File: src/rtl/btn_pkg.sv
// Shared defaults and elaboration helpers for the push-button conditioner.
package btn_pkg;

  localparam int unsigned DEF_CLK_HZ    = 100_000_000;
  localparam int unsigned DEF_SAMPLE_HZ = 1_000;

  function automatic int unsigned calc_div(input int unsigned clk_hz, input int unsigned sample_hz);
    return clk_hz / sample_hz;
  endfunction

  function automatic int unsigned div_width(input int unsigned div);
    return (div < 2) ? 1 : $clog2(div);
  endfunction

  // Hold counter must hold the larger of the two thresholds; never narrower than 1 bit.
  function automatic int unsigned hold_cnt_width(input int unsigned hold, input int unsigned rep);
    int unsigned m;
    m = (hold > rep) ? hold : rep;
    return (m == 0) ? 1 : $clog2(m + 1);
  endfunction

endpackage

File: src/rtl/btn_debounce_ch.sv
// One button channel: 2-FF synchroniser, tick-sampled hysteresis filter,
// registered press/release edges and long-press / auto-repeat pulses.
module btn_debounce_ch
  import btn_pkg::*;
#(
  parameter int unsigned DEPTH        = 8,
  parameter int unsigned HOLD_TICKS   = 500,
  parameter int unsigned REPEAT_TICKS = 100
) (
  input  logic clk,
  input  logic reset,
  input  logic tick_i,
  input  logic btn_i,
  output logic level_o,
  output logic press_o,
  output logic release_o,
  output logic long_o
);

  localparam int unsigned     CNT_W     = hold_cnt_width(HOLD_TICKS, REPEAT_TICKS);
  localparam logic [CNT_W-1:0] HOLD_C   = CNT_W'(HOLD_TICKS);
  localparam logic [CNT_W-1:0] RELOAD_C = CNT_W'(HOLD_TICKS - REPEAT_TICKS);
  localparam bit              LONG_EN   = (HOLD_TICKS != 0);
  localparam bit              REPEAT_EN = (REPEAT_TICKS != 0);

  logic [1:0]       sync_q;
  logic [DEPTH-1:0] shift_q, shift_d;
  logic             level_q, level_d;
  logic             press_q, press_d;
  logic             release_q, release_d;
  logic             long_q, long_d;
  logic [CNT_W-1:0] cnt_q, cnt_d, cnt_inc;

  always_comb begin
    shift_d = shift_q;
    level_d = level_q;
    if (tick_i) begin
      shift_d = {shift_q[DEPTH-2:0], sync_q[1]};
      if (&shift_d) begin
        level_d = 1'b1;
      end else if (~|shift_d) begin
        level_d = 1'b0;
      end
    end
    press_d   = level_d & ~level_q;
    release_d = ~level_d & level_q;
  end

  // Counter restarts on every press edge; once at HOLD_C with no repeat it stays frozen.
  always_comb begin
    cnt_d   = cnt_q;
    cnt_inc = cnt_q + 1'b1;
    long_d  = 1'b0;
    if (!level_d || !level_q) begin
      cnt_d = '0;
    end else if (tick_i && LONG_EN && (cnt_q != HOLD_C)) begin
      if (cnt_inc == HOLD_C) begin
        long_d = 1'b1;
        cnt_d  = REPEAT_EN ? RELOAD_C : cnt_inc;
      end else begin
        cnt_d = cnt_inc;
      end
    end
  end

  always_ff @(posedge clk) begin
    if (reset) begin
      sync_q    <= '0;
      shift_q   <= '0;
      level_q   <= 1'b0;
      press_q   <= 1'b0;
      release_q <= 1'b0;
      long_q    <= 1'b0;
      cnt_q     <= '0;
    end else begin
      sync_q    <= {sync_q[0], btn_i};
      shift_q   <= shift_d;
      level_q   <= level_d;
      press_q   <= press_d;
      release_q <= release_d;
      long_q    <= long_d;
      cnt_q     <= cnt_d;
    end
  end

  assign level_o   = level_q;
  assign press_o   = press_q;
  assign release_o = release_q;
  assign long_o    = long_q;

endmodule

File: src/rtl/btn_debounce_multi.sv
// Multi-channel push-button conditioner: one shared sample-tick divider
// feeding N_BTN independent debounce channels.
module btn_debounce_multi
  import btn_pkg::*;
#(
  parameter int unsigned N_BTN        = 5,
  parameter int unsigned CLK_HZ       = DEF_CLK_HZ,
  parameter int unsigned SAMPLE_HZ    = DEF_SAMPLE_HZ,
  parameter int unsigned DEPTH        = 8,
  parameter int unsigned HOLD_TICKS   = 500,
  parameter int unsigned REPEAT_TICKS = 100
) (
  input  logic             clk,
  input  logic             reset,
  input  logic [N_BTN-1:0] i_btn,
  output logic [N_BTN-1:0] o_level,
  output logic [N_BTN-1:0] o_press,
  output logic [N_BTN-1:0] o_release,
  output logic [N_BTN-1:0] o_long
);

  localparam int unsigned      DIV      = calc_div(CLK_HZ, SAMPLE_HZ);
  localparam int unsigned      DIV_W    = div_width(DIV);
  localparam logic [DIV_W-1:0] DIV_LAST = DIV_W'(DIV - 1);

  if (DIV < 2 || (CLK_HZ % SAMPLE_HZ) != 0) begin : g_bad_div
    $error("btn_debounce_multi: CLK_HZ/SAMPLE_HZ must be integral and >= 2");
  end
  if (DEPTH < 2 || DEPTH > 32) begin : g_bad_depth
    $error("btn_debounce_multi: DEPTH must be in 2..32");
  end
  // The repeat reload value HOLD_TICKS-REPEAT_TICKS must not go negative.
  if (HOLD_TICKS != 0 && REPEAT_TICKS > HOLD_TICKS) begin : g_bad_repeat
    $error("btn_debounce_multi: REPEAT_TICKS must not exceed HOLD_TICKS");
  end

  logic [DIV_W-1:0] div_q, div_d;
  logic             tick;

  always_comb begin
    tick  = (div_q == DIV_LAST);
    div_d = tick ? '0 : div_q + 1'b1;
  end

  always_ff @(posedge clk) begin
    if (reset) begin
      div_q <= '0;
    end else begin
      div_q <= div_d;
    end
  end

  for (genvar gi = 0; gi < N_BTN; gi++) begin : g_ch
    btn_debounce_ch #(
      .DEPTH       (DEPTH),
      .HOLD_TICKS  (HOLD_TICKS),
      .REPEAT_TICKS(REPEAT_TICKS)
    ) u_ch (
      .clk      (clk),
      .reset    (reset),
      .tick_i   (tick),
      .btn_i    (i_btn[gi]),
      .level_o  (o_level[gi]),
      .press_o  (o_press[gi]),
      .release_o(o_release[gi]),
      .long_o   (o_long[gi])
    );
  end

endmodule
File: config.mk
export PLATFORM = sky130hd
export DESIGN_NAME = btn_debounce_multi
export DESIGN_NICKNAME = d
export VERILOG_FILES = /design/src/rtl/btn_pkg.sv /design/src/rtl/btn_debounce_ch.sv /design/src/rtl/btn_debounce_multi.sv
export SDC_FILE = /design/constraint.sdc
export NUM_CORES = 1
export LEC_CHECK = 0
export BUFFER_PORTS_ARGS = -buffer_cell sky130_fd_sc_hd__buf_4
export CORE_UTILIZATION = 61
export DETAILED_ROUTE_END_ITERATION = 16
export PLACE_DENSITY_LB_ADDON = 0.15
export SYNTH_ARGS = -nofsm -noshare
export SYNTH_HDL_FRONTEND = slang
export SYNTH_SLANG_ARGS = --single-unit
File: constraint.sdc
create_clock -name clk -period 2.48 [get_ports clk]
set_input_delay 0.124 -clock clk [delete_from_list [all_inputs] [get_ports clk]]
set_output_delay 0.124 -clock clk [all_outputs]
set_load 0.02 [all_outputs]
Word level (Yosys, flattened, before mapping). Index checks and enable logic that the tools add are counted.

Register bits: 127. Input port bits: 7. Output and inout port bits: 20. Logic and storage cells: 144.

Add/subtract/negate cells: 6. Eq/ne operators: 11. Muxes and demuxes: 25. Bitwise gates (word level): 25. Reductions and logical operators: 41.

Operator list (number): $add A9 B1 Y9 const B (5); $eq A9 B9 Y1 const B (5); $mux W9 (5); $ne A9 B9 Y1 const B (5); $reduce_and A8 Y1 (5); $reduce_or A8 Y1 (5); $mux W1 (20); $add A17 B1 Y17 const B (1); $eq A17 B17 Y1 const B (1); $not A1 Y1 (15); $reduce_or A3 Y1 (5); $reduce_or A2 Y1 (6); $and A1 B1 Y1 (10); $logic_not A1 Y1 (10); $logic_and A1 B1 Y1 (5); $logic_or A1 B1 Y1 (5).

Depth between registers and ports, before layout.
Depth in word-level cells: 7. Gate-level depth with buffers: 8. Gate-level depth less buffers: 7.

Hierarchy. From an unflattened synthesis, not the netlist that was laid out.

Cells, all modules: 568. Area, all modules: 5420.2 sq um.

By module, submodules not included: btn_debounce_ch (times used 5, cells each 96, area an instance 924.6 sq um, seq. area each 440.4 sq um); btn_debounce_multi (times used 1, cells each 88, area an instance 797.0 sq um, seq. area each 340.3 sq um).

Worst setup path after synthesis. Ideal clock, no wire load.

Path type: register -> register. Start: register div_q[5]. End: register div_q[10]. Setup time: 128 ps. Arrival time: 2101 ps. Required time: 2352 ps. Slack: 251 ps. Stages on the path, launching flop included: 7. Buffers on the path: 2. Period minus slack after synthesis: 2229 ps. Path through: dfxtp_1 or4b_1 nor4_2 or2_2 clkbuf_1 clkbuf_1 nor2_1.

Longest elaborated chain between the ends: 2. Elaborated cells between the ends (all ways): 3. Those cells by class: add/sub (1); eq/ne (1); reduce/logical (1).

Ends and longest elaborated chain: start, declared (line btn_debounce_multi.sv:37) `logic [DIV_W-1:0] div_q, div_d;`; start signal, assigned (line btn_debounce_multi.sv:49) `div_q <= div_d;`; branches (longest 2 deep; another with $add A17 B1 Y17).

Several ways; the timed one is not identified. A chain may end at the register's enable or synchronous reset.

Worst setup path after layout.
Start: register div_q[13]. End: register g_ch[3].u_ch.cnt_q[5].

Longest elaborated chain between the ends: 5. Elaborated cells between the ends (all ways): 6. Those cells by class: eq/ne (1); mux (1); reduce/logical (4).

Ends and longest elaborated chain: $eq A17 B17 Y1 * (line btn_debounce_multi.sv:41) `tick = (div_q == DIV_LAST);`; $mux W1 (line btn_debounce_ch.sv:37) `if (tick_i) begin`; $logic_not A1 Y1 (line btn_debounce_ch.sv:54) `if (!level_d || !level_q) begin`; $logic_or A1 B1 Y1 (line btn_debounce_ch.sv:54); $reduce_or A2 Y1 (no source line); end signal, assigned (line btn_debounce_ch.sv:82) `cnt_q <= cnt_d;`; end, declared (line btn_debounce_ch.sv:32) `logic [CNT_W-1:0] cnt_q, cnt_d, cnt_inc;`.

Every way passes the cells marked *; elsewhere a longest branch is shown, timed or not.

==> flow_summary_export.csv <==
group,metric,value,unit
status,outcome,"finished clean",
final_layout,synthToLayoutAreaGrowth,15.7,%
clock_tree,cts_htree_levels,4,
placed_design,dpl.hpwl,7.26,mm
setup_path,crit_family,"simple AND/OR/NAND/NOR gates",
timing,fin_ws,0.152,ns
worst_hold_path,hp-class,"input port to register",
route,drc_errors,0,
placed_design,dp_worst_setup_slack,0.0419,ns
synthesis,syn-cell-area,5480,um^2
timing,max_slew.worst_pin.slew,0.782,ns
timing,max_freq,430,MHz
route,via_per_inst,5.82,
timing,slew-limit-headroom,0.474,
pwr,pwr-share-seq,0.434,
setup_path,crit_fanout,7,
setup_path,crit_type,"register to register",
synthesis,synth_warnings,0,
final_layout,num-fill-cells,635,
timing,period_minus_slack,2.33,ns
synthesis,syn_nets,684,
setup_path,crit_start,"div_q[13]",
clock_tree,cts_sinks,127,
timing,tns,0,ns
setup_path,required,2.92,ns
placed_design,port_buffers,26,
pwr,power_density,748,nW/um^2
timing,finalHoldViolations,0,
pwr,intPower,3.79,mW
final_layout,layout_common_cells,"dfxtp_1 (127), nand2_1 (115), a21oi_1 (67), nor2_1 (63), buf_4 (36)",
setup_path,crit_arrival,2.77,ns
timing,slew_viol_final,0,
placed_design,place_congestion,0.907,
floorplanning,dieArea,9370,um^2
floorplanning,std_cell_rows,34,
setup_path,critPathBufInv,1,
pwr,ir_drop,421,uV
final_layout,finalNetCount,698,
route,dr_total_vias,4663,
synthesis,synth.area.top_cells,"dfxtp_1 (46%), nand2_1 (7.9%), a21oi_1 (6.1%)",
final_layout,final_common_cell,"dfxtp_1",
setup_path,cp-end-kind,"register",
setup_path,rr_startpoint,"div_q[13]",
clock_tree,clk_path_buf_depth,2,
final_layout,drive_above_1_share,0.113,
synthesis,synth_top_area_share,0.464,
global_route,gr-total-overflow,0,
pwr,leakage,2.14,nW
clock_tree,clockRootBuffer,"clkbuf_8",
synthesis,synth_cells,666,
synthesis,yosysTopAreaCell,"dfxtp_1",
global_route,antenna_found_initial,0,
route,ant_nets,0,
synthesis,synth-seq-cells,127,
final_layout,antenna_cells,0,
floorplanning,start_util,0.629,
clock_tree,clk_pin_slew,0.06,ns
route,drt_iter0_markers,270,
synthesis,yosysUniqueCellTypes,37,
pwr,p_sw_frac,0.200,
floorplanning,ios,27,
synthesis,synth_seq_area_share,0.464,
route,drt-total-wl,11.5,mm
timing,rsz0062_at_grt,"no",
global_route,grt_max_degree,65,
global_route,grt_pass1_vias,4342,
route,drt-pass1-iter-count,5,
global_route,track_usage,0.257,
synthesis,avgSynthCellArea,8.23,um^2
clock_tree,clk_latency,0.51,ns
setup_path,setup.worst_path.start_class,"register",
timing,final.period_utilization,0.939,
floorplanning,core,8720,um^2
setup_path,crit_chain,"or4bb_1 -> nor4_4 -> buf_4 -> nand2_1 -> or3_1 -> a21oi_1",
setup_path,cp_slowest_cell,"or4bb_1",
pwr,combPwrFrac,0.011,
clock_tree,cts_made_buffers,17,
clock_tree,cts_tree,"yes",
job,timing.max_cap.violations,0,
floorplanning,die_x,96.8,um
worst_hold_path,hold_path_startpoint,"reset",
timing,finClkSkew,0.00842,ns
global_route,grt_pass1_wl,19.8,mm
pwr,netSwitchingPower,0.950,mW
floorplanning,die_h,96.8,um
setup_path,slowest_delay,0.60,ns
route,wl_per_cell,14.3,um
timing,setup_viol,0,
pwr,p_clk_frac,0.555,
## worst register-to-register path, cell delays in order, from the launching register on
cell,delay (ns)
dfxtp_1,0.35
or4bb_1,0.60
nor4_4,0.47
buf_4,0.20
nand2_1,0.13
or3_1,0.37
a21oi_1,0.14
## registers in the layout, indices dropped and copies added (netlist names)
name / cells
g_ch.u_ch.press_o: 5
g_ch.u_ch.cnt_q: 45
div_q: 17
g_ch.u_ch.shift_q: 35
g_ch.u_ch.level_o: 5
g_ch.u_ch.sync_q: 10
g_ch.u_ch.long_o: 5
g_ch.u_ch.release_o: 5
## final cells by class
type                    count  area (um^2)  area share
clock buffers              20          455      0.0718
clock inverters            12          180      0.0284
inverters                  20         75.1      0.0118
multi-input cells         472         2620       0.412
flip-flops and latches    127         2540       0.401
well taps                 108          135      0.0213
repair buffers             42          340      0.0536
## metal layers
layer | GRT usage | part of all wire | up-vias
li1 | - | - | 2317
met3 | 0.0715 | 0.047 | 13
met5 | 0 | 0 | -
met1 | 0.327 | 0.46 | 2209
met4 | 0.0781 | 0.010 | 0
met2 | 0.425 | 0.48 | 124
## metrics by stage
step                cells   util  power [mW]  hold slack, ns  area [um^2]
floorplan             666      -        2.13           0.252         5480
global placement      763  0.648        2.15           0.340         5650
detailed placement    763  0.648        2.15           0.345         5650
CTS                   800  0.726        4.77           0.107         6330
global route          801  0.727        4.88           0.138         6340
finish                801  0.727        4.74           0.115         6340
## logic make-up after synthesis
group	Yosys count	share of synthesized area
AND/OR/NAND/NOR	333	0.307
flip-flops	127	0.464
AO/OA/AOI/OAI	95	0.0920
buffers and inverters	67	0.0596
XOR/XNOR	32	0.0511
adder cells (fa/ha/maj)	11	0.0251
multiplexers	1	0.00183
## path summary, 6_finish.rpt
path	end	slack (ns)	depth (start not counted)
worst max-delay path	g_ch[3].u_ch.cnt_q[5]	0.15	6
worst min-delay path	g_ch[0].u_ch.shift_q[3]	0.12	2
worst min register to register	g_ch[2].u_ch.sync_q[1]	0.44	1
worst max register to register	g_ch[3].u_ch.cnt_q[5]	0.15	6
## synth_stat cells (all sizes together)
cell	n
nand4	29
and4	11
or3	12
xnor2	14
and4b	1
nor3	17
nor4b	1
nand4b	7
ha	11
dfxtp	127
nand2b	3
mux2i	1
xor2	18
a311oi	4
nand4bb	1
nor4	17
or2	6
and3	4
nand2	116
nand3	23
a31oi	2
nor2b	12
nor2	63
o21ai	19
and2	3
clkbuf	27
a211o	1
inv	20
or4b	1
nor4bb	1
buf	20
or4	4
or4bb	1
a21oi	67
o2111ai	2
## timing repair
action / in CTS / in global routing
buffers inserted: 0 / 1
resized for setup: 0 / 2
endpoints found under the hold margin: 5 / 0
endpoints found under the setup margin: 0 / 5
hold buffers: 5 / 0
## power groups by stage
stage / Clock (mW) / Combinational (mW) / Sequential, mW
3_5_place_dp: 0 / 0.0438 / 2.10
2_1_floorplan: 0 / 0.0324 / 2.10
6_report: 2.63 / 0.0504 / 2.06
4_1_cts: 2.66 / 0.0512 / 2.06
5_1_grt: 2.76 / 0.0560 / 2.06
3_3_place_gp: 0 / 0.0436 / 2.10
Note: power is estimated with default switching activity, not from simulation.
